## src/rtl/data_mem_ctrl.sv

```systemverilog
// Data-memory controller: processor load/store to a synchronous RAM with fixed-latency read stalls.
// Optional LED/switch MMIO is enabled by defining DATA_MEM_MMIO_EN.
module data_mem_ctrl #(
    parameter int WORD_SIZE    = 16,
    parameter int MEM_WORDS    = 256,
    parameter int READ_LATENCY = 2
) (
    input  logic                         Clock,
    input  logic                         Reset,
    input  logic [WORD_SIZE-1:0]         DataAddr,
    input  logic [WORD_SIZE-1:0]         DataOut,
    input  logic                         ReadData,
    input  logic                         WriteData,
    output logic [WORD_SIZE-1:0]         DataIn,
    output logic                         DataWaitreq,
    output logic [$clog2(MEM_WORDS)-1:0] MemAddr,
    output logic [WORD_SIZE-1:0]         MemWrData,
    output logic                         MemWe,
    input  logic [WORD_SIZE-1:0]         MemRdData,
    output logic [9:0]                   LEDR,
    input  logic [9:0]                   SW,
    output logic                         AddrErr
);
    localparam int AW = $clog2(MEM_WORDS);
    localparam logic [WORD_SIZE:0] MEM_LIMIT = (WORD_SIZE+1)'(MEM_WORDS);
    localparam logic [3:0] RD_CNT = 4'(READ_LATENCY - 1);

    typedef enum logic [1:0] {IDLE, RD_WAIT, RD_DONE} state_t;

    state_t               state_q;
    logic [3:0]           cnt_q;
    logic [AW-1:0]        addr_q;
    logic [WORD_SIZE-1:0] data_q;
    logic                 rd_err_q;
    logic                 err_q;

    logic                 in_ram_d;
    logic                 is_led_d;
    logic                 is_sw_d;
    logic                 mmio_rd_d;
    logic                 start_rd_d;
    logic                 rd_bad_d;
    logic                 wr_req_d;
    logic                 wr_ram_d;
    logic                 wr_bad_d;
    logic [WORD_SIZE-1:0] mmio_data_d;
    logic [WORD_SIZE-1:0] pass_data_d;

    assign in_ram_d = ({1'b0, DataAddr} < MEM_LIMIT);

`ifdef DATA_MEM_MMIO_EN
    localparam logic [WORD_SIZE-1:0] LED_ADDR = WORD_SIZE'(16'h1000);
    localparam logic [WORD_SIZE-1:0] SW_ADDR  = WORD_SIZE'(16'h3000);

    logic [9:0] led_q;
    logic       wr_led_d;

    assign is_led_d    = !in_ram_d && (DataAddr == LED_ADDR);
    assign is_sw_d     = !in_ram_d && (DataAddr == SW_ADDR);
    assign wr_led_d    = wr_req_d && is_led_d;
    assign mmio_data_d = is_led_d ? WORD_SIZE'(led_q) : WORD_SIZE'(SW);
    assign LEDR        = led_q;

    always_ff @(posedge Clock) begin
        if (Reset) begin
            led_q <= '0;
        end else if (state_q == IDLE && wr_led_d) begin
            led_q <= DataOut[9:0];
        end
    end
`else
    logic unused_sw;

    assign unused_sw   = ^SW;
    assign is_led_d    = 1'b0;
    assign is_sw_d     = 1'b0;
    assign mmio_data_d = '0;
    assign LEDR        = '0;
`endif

    // A simultaneous load and store is serviced as the load only.
    assign mmio_rd_d  = ReadData && (is_led_d || is_sw_d);
    assign start_rd_d = ReadData && !mmio_rd_d;
    assign rd_bad_d   = start_rd_d && !in_ram_d;
    assign wr_req_d   = WriteData && !ReadData;
    assign wr_ram_d   = wr_req_d && in_ram_d;
    assign wr_bad_d   = wr_req_d && !in_ram_d && !is_led_d;

    // With one stall cycle the RAM word only arrives in RD_DONE, so it is forwarded directly.
    generate
        if (READ_LATENCY == 1) begin : g_pass
            assign pass_data_d = rd_err_q ? '0 : MemRdData;
        end else begin : g_reg
            assign pass_data_d = '0;
        end
    endgenerate

    always_ff @(posedge Clock) begin
        if (Reset) begin
            state_q  <= IDLE;
            cnt_q    <= '0;
            addr_q   <= '0;
            data_q   <= '0;
            rd_err_q <= 1'b0;
            err_q    <= 1'b0;
        end else begin
            case (state_q)
                IDLE: begin
                    if (start_rd_d) begin
                        addr_q   <= DataAddr[AW-1:0];
                        rd_err_q <= rd_bad_d;
                        data_q   <= '0;
                        cnt_q    <= RD_CNT;
                        if (READ_LATENCY == 1) begin
                            state_q <= RD_DONE;
                        end else begin
                            state_q <= RD_WAIT;
                        end
                    end
                    if (rd_bad_d || wr_bad_d) begin
                        err_q <= 1'b1;
                    end
                end
                RD_WAIT: begin
                    if (cnt_q == 4'd1) begin
                        data_q  <= rd_err_q ? '0 : MemRdData;
                        cnt_q   <= '0;
                        state_q <= RD_DONE;
                    end else begin
                        cnt_q <= cnt_q - 4'd1;
                    end
                end
                RD_DONE: begin
                    state_q <= IDLE;
                end
                default: begin
                    state_q <= IDLE;
                end
            endcase
        end
    end

    assign AddrErr   = err_q;
    assign MemWrData = DataOut;

    always_comb begin
        DataWaitreq = 1'b0;
        MemWe       = 1'b0;
        MemAddr     = addr_q;
        DataIn      = '0;
        if (!Reset) begin
            case (state_q)
                IDLE: begin
                    MemAddr     = DataAddr[AW-1:0];
                    DataWaitreq = start_rd_d;
                    MemWe       = wr_ram_d;
                    if (mmio_rd_d) begin
                        DataIn = mmio_data_d;
                    end
                end
                RD_WAIT: begin
                    DataWaitreq = 1'b1;
                end
                RD_DONE: begin
                    DataIn = data_q | pass_data_d;
                end
                default: begin
                    DataWaitreq = 1'b0;
                end
            endcase
        end
    end
endmodule

```

## config.mk

```make
export PLATFORM = sky130hd
export DESIGN_NAME = data_mem_ctrl
export DESIGN_NICKNAME = d
export VERILOG_FILES = /design/src/rtl/data_mem_ctrl.sv
export SDC_FILE = /design/constraint.sdc
export NUM_CORES = 1
export LEC_CHECK = 0
export ABC_CLOCK_PERIOD_IN_PS = 5750
export CELL_PAD_IN_SITES_DETAIL_PLACEMENT = 1
export CELL_PAD_IN_SITES_GLOBAL_PLACEMENT = 1
export CORE_ASPECT_RATIO = 1.2
export CORE_UTILIZATION = 27
export DETAILED_ROUTE_END_ITERATION = 12
export PLACE_DENSITY_LB_ADDON = 0.1
export REMOVE_ABC_BUFFERS = 1
export SLEW_MARGIN = 0
export SYNTH_ARGS = -nofsm -noshare
export SYNTH_HDL_FRONTEND = slang
export SYNTH_SLANG_ARGS = --single-unit
```

## constraint.sdc

```tcl
create_clock -name Clock -period 5.75 [get_ports Clock]
set_input_delay 1.725 -clock Clock [delete_from_list [all_inputs] [get_ports Clock]]
set_output_delay 1.725 -clock Clock [all_outputs]
set_load 0.1 [all_outputs]
```

Word level (Yosys, flattened, before mapping) --
Index checks and enable logic that the tools add are counted.
Cells by class: div/mod/pow operators 0, muxes and demuxes 18, shifts and indexed selects 0, $mul 0, $lt $le $gt $ge 1, reductions and logical operators 14, bitwise logic cells 0, $add $sub $neg 1, equal/unequal tests 5
Operators by type and width (count):
- 2-to-1 mux 16 bit | 5
- case mux 16 bit (2 select lines) | 1
- less-than comparator 16 x 9 -> 1 bit (second input constant) | 1
- 2-to-1 mux 8 bit | 2
- 2-to-1 mux 4 bit | 2
- case mux 4 bit (2 select lines) | 1
- AND reduction 2 bit | 4
- == test 4 x 1 -> 1 bit (second input constant) | 1
- logical AND 1 bit | 4
- 2-to-1 mux 2 bit | 2
- inequality test 2 bit (second input constant) | 2
- case mux 2 bit (2 select lines) | 1
- subtractor 4 x 1 -> 4 bit (second input constant) | 1
- 2-to-1 mux 1 bit | 3
- AND reduction 3 bit | 1
- == test 2 x 1 -> 1 bit (second input constant) | 1
- == test 2 bit (second input constant) | 1
- zero test 1 bit | 2
- zero test 2 bit | 1
- case mux 1 bit (2 select lines) | 1
- nonzero test 2 bit | 1
- logical OR 1 bit | 1
Word-level totals: word-level logic and storage cells 45, memories 0, latch bits 0, ROM bits 0, bits in writable memories 0, input port bits 62, output and inout port bits 53, flip-flop bits (word level) 32

Longest topological paths before layout --
word-level depth 5, gate-level depth with buffers 7, mapped depth without buffers 5

Worst setup path before layout --
No wires, ideal clock.
path kind input -> output, start point input Reset, end point output DataWaitreq, arrival time 4016 ps, stages on the path 2, buffers on the path 1, data required time 4025 ps, slack 9 ps, cell sequence clkbuf_1 > nor3_1
Between the ends: cells in the longest elaborated chain, start to end 1
Ends and longest elaborated chain:
- start: declaration | RTL line 9 | input logic Reset,
- 2-to-1 mux 1 bit | RTL line 151 | if (!Reset) begin
- end: declaration | RTL line 15 | output logic DataWaitreq,
Every way passes these cells.

Worst setup path after layout --
start point input DataAddr[11], end point output MemWe
Between the ends: cells in the longest elaborated chain, start to end 4
Ends and longest elaborated chain:
- start: declaration | RTL line 10 | input logic [WORD_SIZE-1:0] DataAddr,
- less-than comparator 16 x 9 -> 1 bit | RTL line 49 | assign in_ram_d = ({1'b0, DataAddr} < MEM_LIMIT);
- logical AND 1 bit | RTL line 86 | assign wr_ram_d = wr_req_d && in_ram_d;
- 2-to-1 mux 1 bit | RTL line 152 | case (state_q)
- 2-to-1 mux 1 bit | RTL line 151
- end: declaration | RTL line 18 | output logic MemWe,
Every way passes these cells.

==> flow_summary.yaml <==
setup_path:
  cp-end-kind: "output port"
  crit_slowest_cell: "or4_1"
  cp-start-kind: "input port"
  worst-path-buf-inv: 2
  crit_type: "input port to output port"
  path_cells: "clkdlybuf4s50_1 > or4_1 > nor2_1 > and4b_1 > buf_12"
  critPathRequiredTime_ps: 4030
  critPathMaxStageDelay_ps: 550
  critical-path-top-delay-family: "simple AND/OR/NAND/NOR gates"
  cp.arrival_ps: 3280
  crit_path_max_fanout: 2
synth:
  ys_seq_area_share_pct: 38.3
  yosys.area.top_type: "dfxtp_1"
  syn_area_um2: 1670
  synth_top_area_share_pct: 38.3
  avgSynthCellArea_um2: 9.90
  yosysMostFrequentCell: "dfxtp_1"
  ys_top_cells_by_count: "dfxtp_1, buf_4, a22o_2, and2_1, nor2_1"
  synthCells: 169
  yosys_most_used_dff: "dfxtp_1"
  synth-seq-cells: 32
  ys_types: 37
  ys_async_sr_fraction_pct: 0
  yosysWarnings: 0
  synth_edf_count: 0
  yosys-top-cells-area: "dfxtp_1, buf_4, a22o_2"
global_routing:
  grt_use_total_pct: 14.6
  grt_remaining_overflow: 0
  grt_pass1_wl_um: 7230
  grt_max_degree: 17
  antenna_found_initial: 0
  grt_pass1_vias: 1496
clocking:
  clock-sinks: 32
  cts_setup_buffers: 0
  cts_buffers: 5
  path_clk_slew_ps: 60
  hold_buffers: 0
  post_cts_resized: 0
  cts_tree: "yes"
  cts_buffer_depth: 2
  clkLatencyLatePin_ps: 280
  cts_htree_levels: 2
  root_buffer: "clkbuf_8"
outcome:
  status: "complete, no violations"
detailed_routing:
  firstDrtPassIters: 4
  dr_total_vias: 1376
  drc: 0
  detail_route.iter0.violations: 41
  routedWlPerCell_um: 15.1
  vias_per_cell: 4.62
  wl_um: 4510
  ant_nets: 0
worst_hold_path:
  hold_path_class: "flip-flop to flip-flop"
timing:
  slew_viol_final: 0
  fin_crit_sh_pct: 87.0
  worst_pin_slew_ps: 1170
  setup_viol_count_final: 0
  setup-tns-final_ps: 0
  rsz0062_at_grt: "false"
  fmax_mhz: 200
  skew_ps: 3.50
  finalCriticalPeriod_ps: 5000
  hold_viol_final: 0
  slew_headroom_pct: 21.8
  fin_ws_ps: 748
floorplanning:
  die_x_um: 73.9
  die_h_um: 88.2
  rows: 31
  core_area_um2: 6010
  dieArea_um2: 6520
  pin_count: 115
  start_util_pct: 27.8
cells_and_area:
  diodes: 0
  drive_gt1_share_pct: 30.1
  seq_area_um2: 641
  stdcell_area_um2: 2550
  final_nets: 279
  area_delta_synth_final_pct: 52.5
  multi_input_area_um2: 803
  final.fill_count: 651
  fin_util_pct: 42.4
place:
  placed_area_um2: 2460
  place_hpwl_um: 3430
  io_buffers: 62
  dpl_worst_slack_ps: 739
  gp_congestion: 0.711
power:
  ir_drop_v: 0.000112
  power_leakage_nw: 1.01
  power.density_nw_per_um2: 246
flow_run:
  cap_violations: 0
==> power by group <==
part           switching (mW)  internal [mW]  total [mW]
clock                  0.0774         0.0975       0.175
sequential             0.0110          0.234       0.245
combinational           0.131         0.0783       0.209
total                   0.219          0.410       0.629
==> stage by stage <==
| stage | cells | hold WS, ps | total power [mW] |
|---|---|---|---|
| 2_1_floorplan | 143 | 440 | 0.381 |
| 3_3_place_gp | 290 | 446 | 0.454 |
| 3_5_place_dp | 290 | 451 | 0.460 |
| 6_report | 298 | 469 | 0.629 |
| 5_1_grt | 298 | 482 | 0.661 |
| 4_1_cts | 298 | 474 | 0.640 |
==> cell families after synthesis <==
group / after synthesis / share of synthesized area (%)
other cells: 1 / 0.224
buf+inv: 38 / 16.0
mux: 16 / 10.2
flops: 32 / 38.3
compound gates: 29 / 15.0
fa+ha+maj: 2 / 1.50
simple gates: 51 / 18.8
==> registers in the layout, indices dropped and copies added, names as in the netlist <==
| signal | flops |
|---|---|
| data_q | 16 |
| addr_q | 8 |
| cnt_q | 4 |
| state_q | 2 |
| AddrErr | 1 |
| rd_err_q | 1 |
==> cells in the final DEF, fill, tap and decap left out, types with 2 or more instances in the layout <==
cell and count:
conb_1 10, buf_12 26, and2_1 16, clkdlybuf4s50_1 36
mux2_2 8, or4_1 2, buf_4 3, nor2_1 15
inv_1 3, clkbuf_1 2, ha_1 2, mux2i_1 8
nor2b_1 2, nand4b_1 2, dfxtp_1 32, nand2b_1 2
a21oi_1 5, clkbuf_8 6, a22o_2 16
==> per-layer routing <==
metal | wire (µm) | up-vias | GRT usage, % | share of wire [%]
met3 | 417 | 7 | 6.95 | 9.2
met1 | 1810 | 646 | 16.6 | 40
met5 | 0 | - | 0 | 0
met4 | 68 | 0 | 4.55 | 1.5
li1 | - | 644 | - | -
met2 | 2220 | 79 | 24.2 | 49
==> worst paths after layout <==
check / startpoint / to / slack, ps / cells after the start
worst max-delay path: DataAddr[11] / MemWe / 750 / 5
worst min register to register: data_q[9] / data_q[9] / 470 / 1
worst min-delay path: data_q[9] / data_q[9] / 470 / 1
worst max register to register: cnt_q[1] / data_q[3] / 3580 / 5
==> cell type report <==
| class | instances | area share (%) |
|---|---|---|
| timing repair buffer | 65 | 35.4 |
| multi-input combinational | 108 | 31.5 |
| sequential | 32 | 25.1 |
| tap | 82 | 4.02 |
| clock buffer | 8 | 3.53 |
| inverter | 3 | 0.441 |
Note: power is estimated with default switching activity, not from simulation.
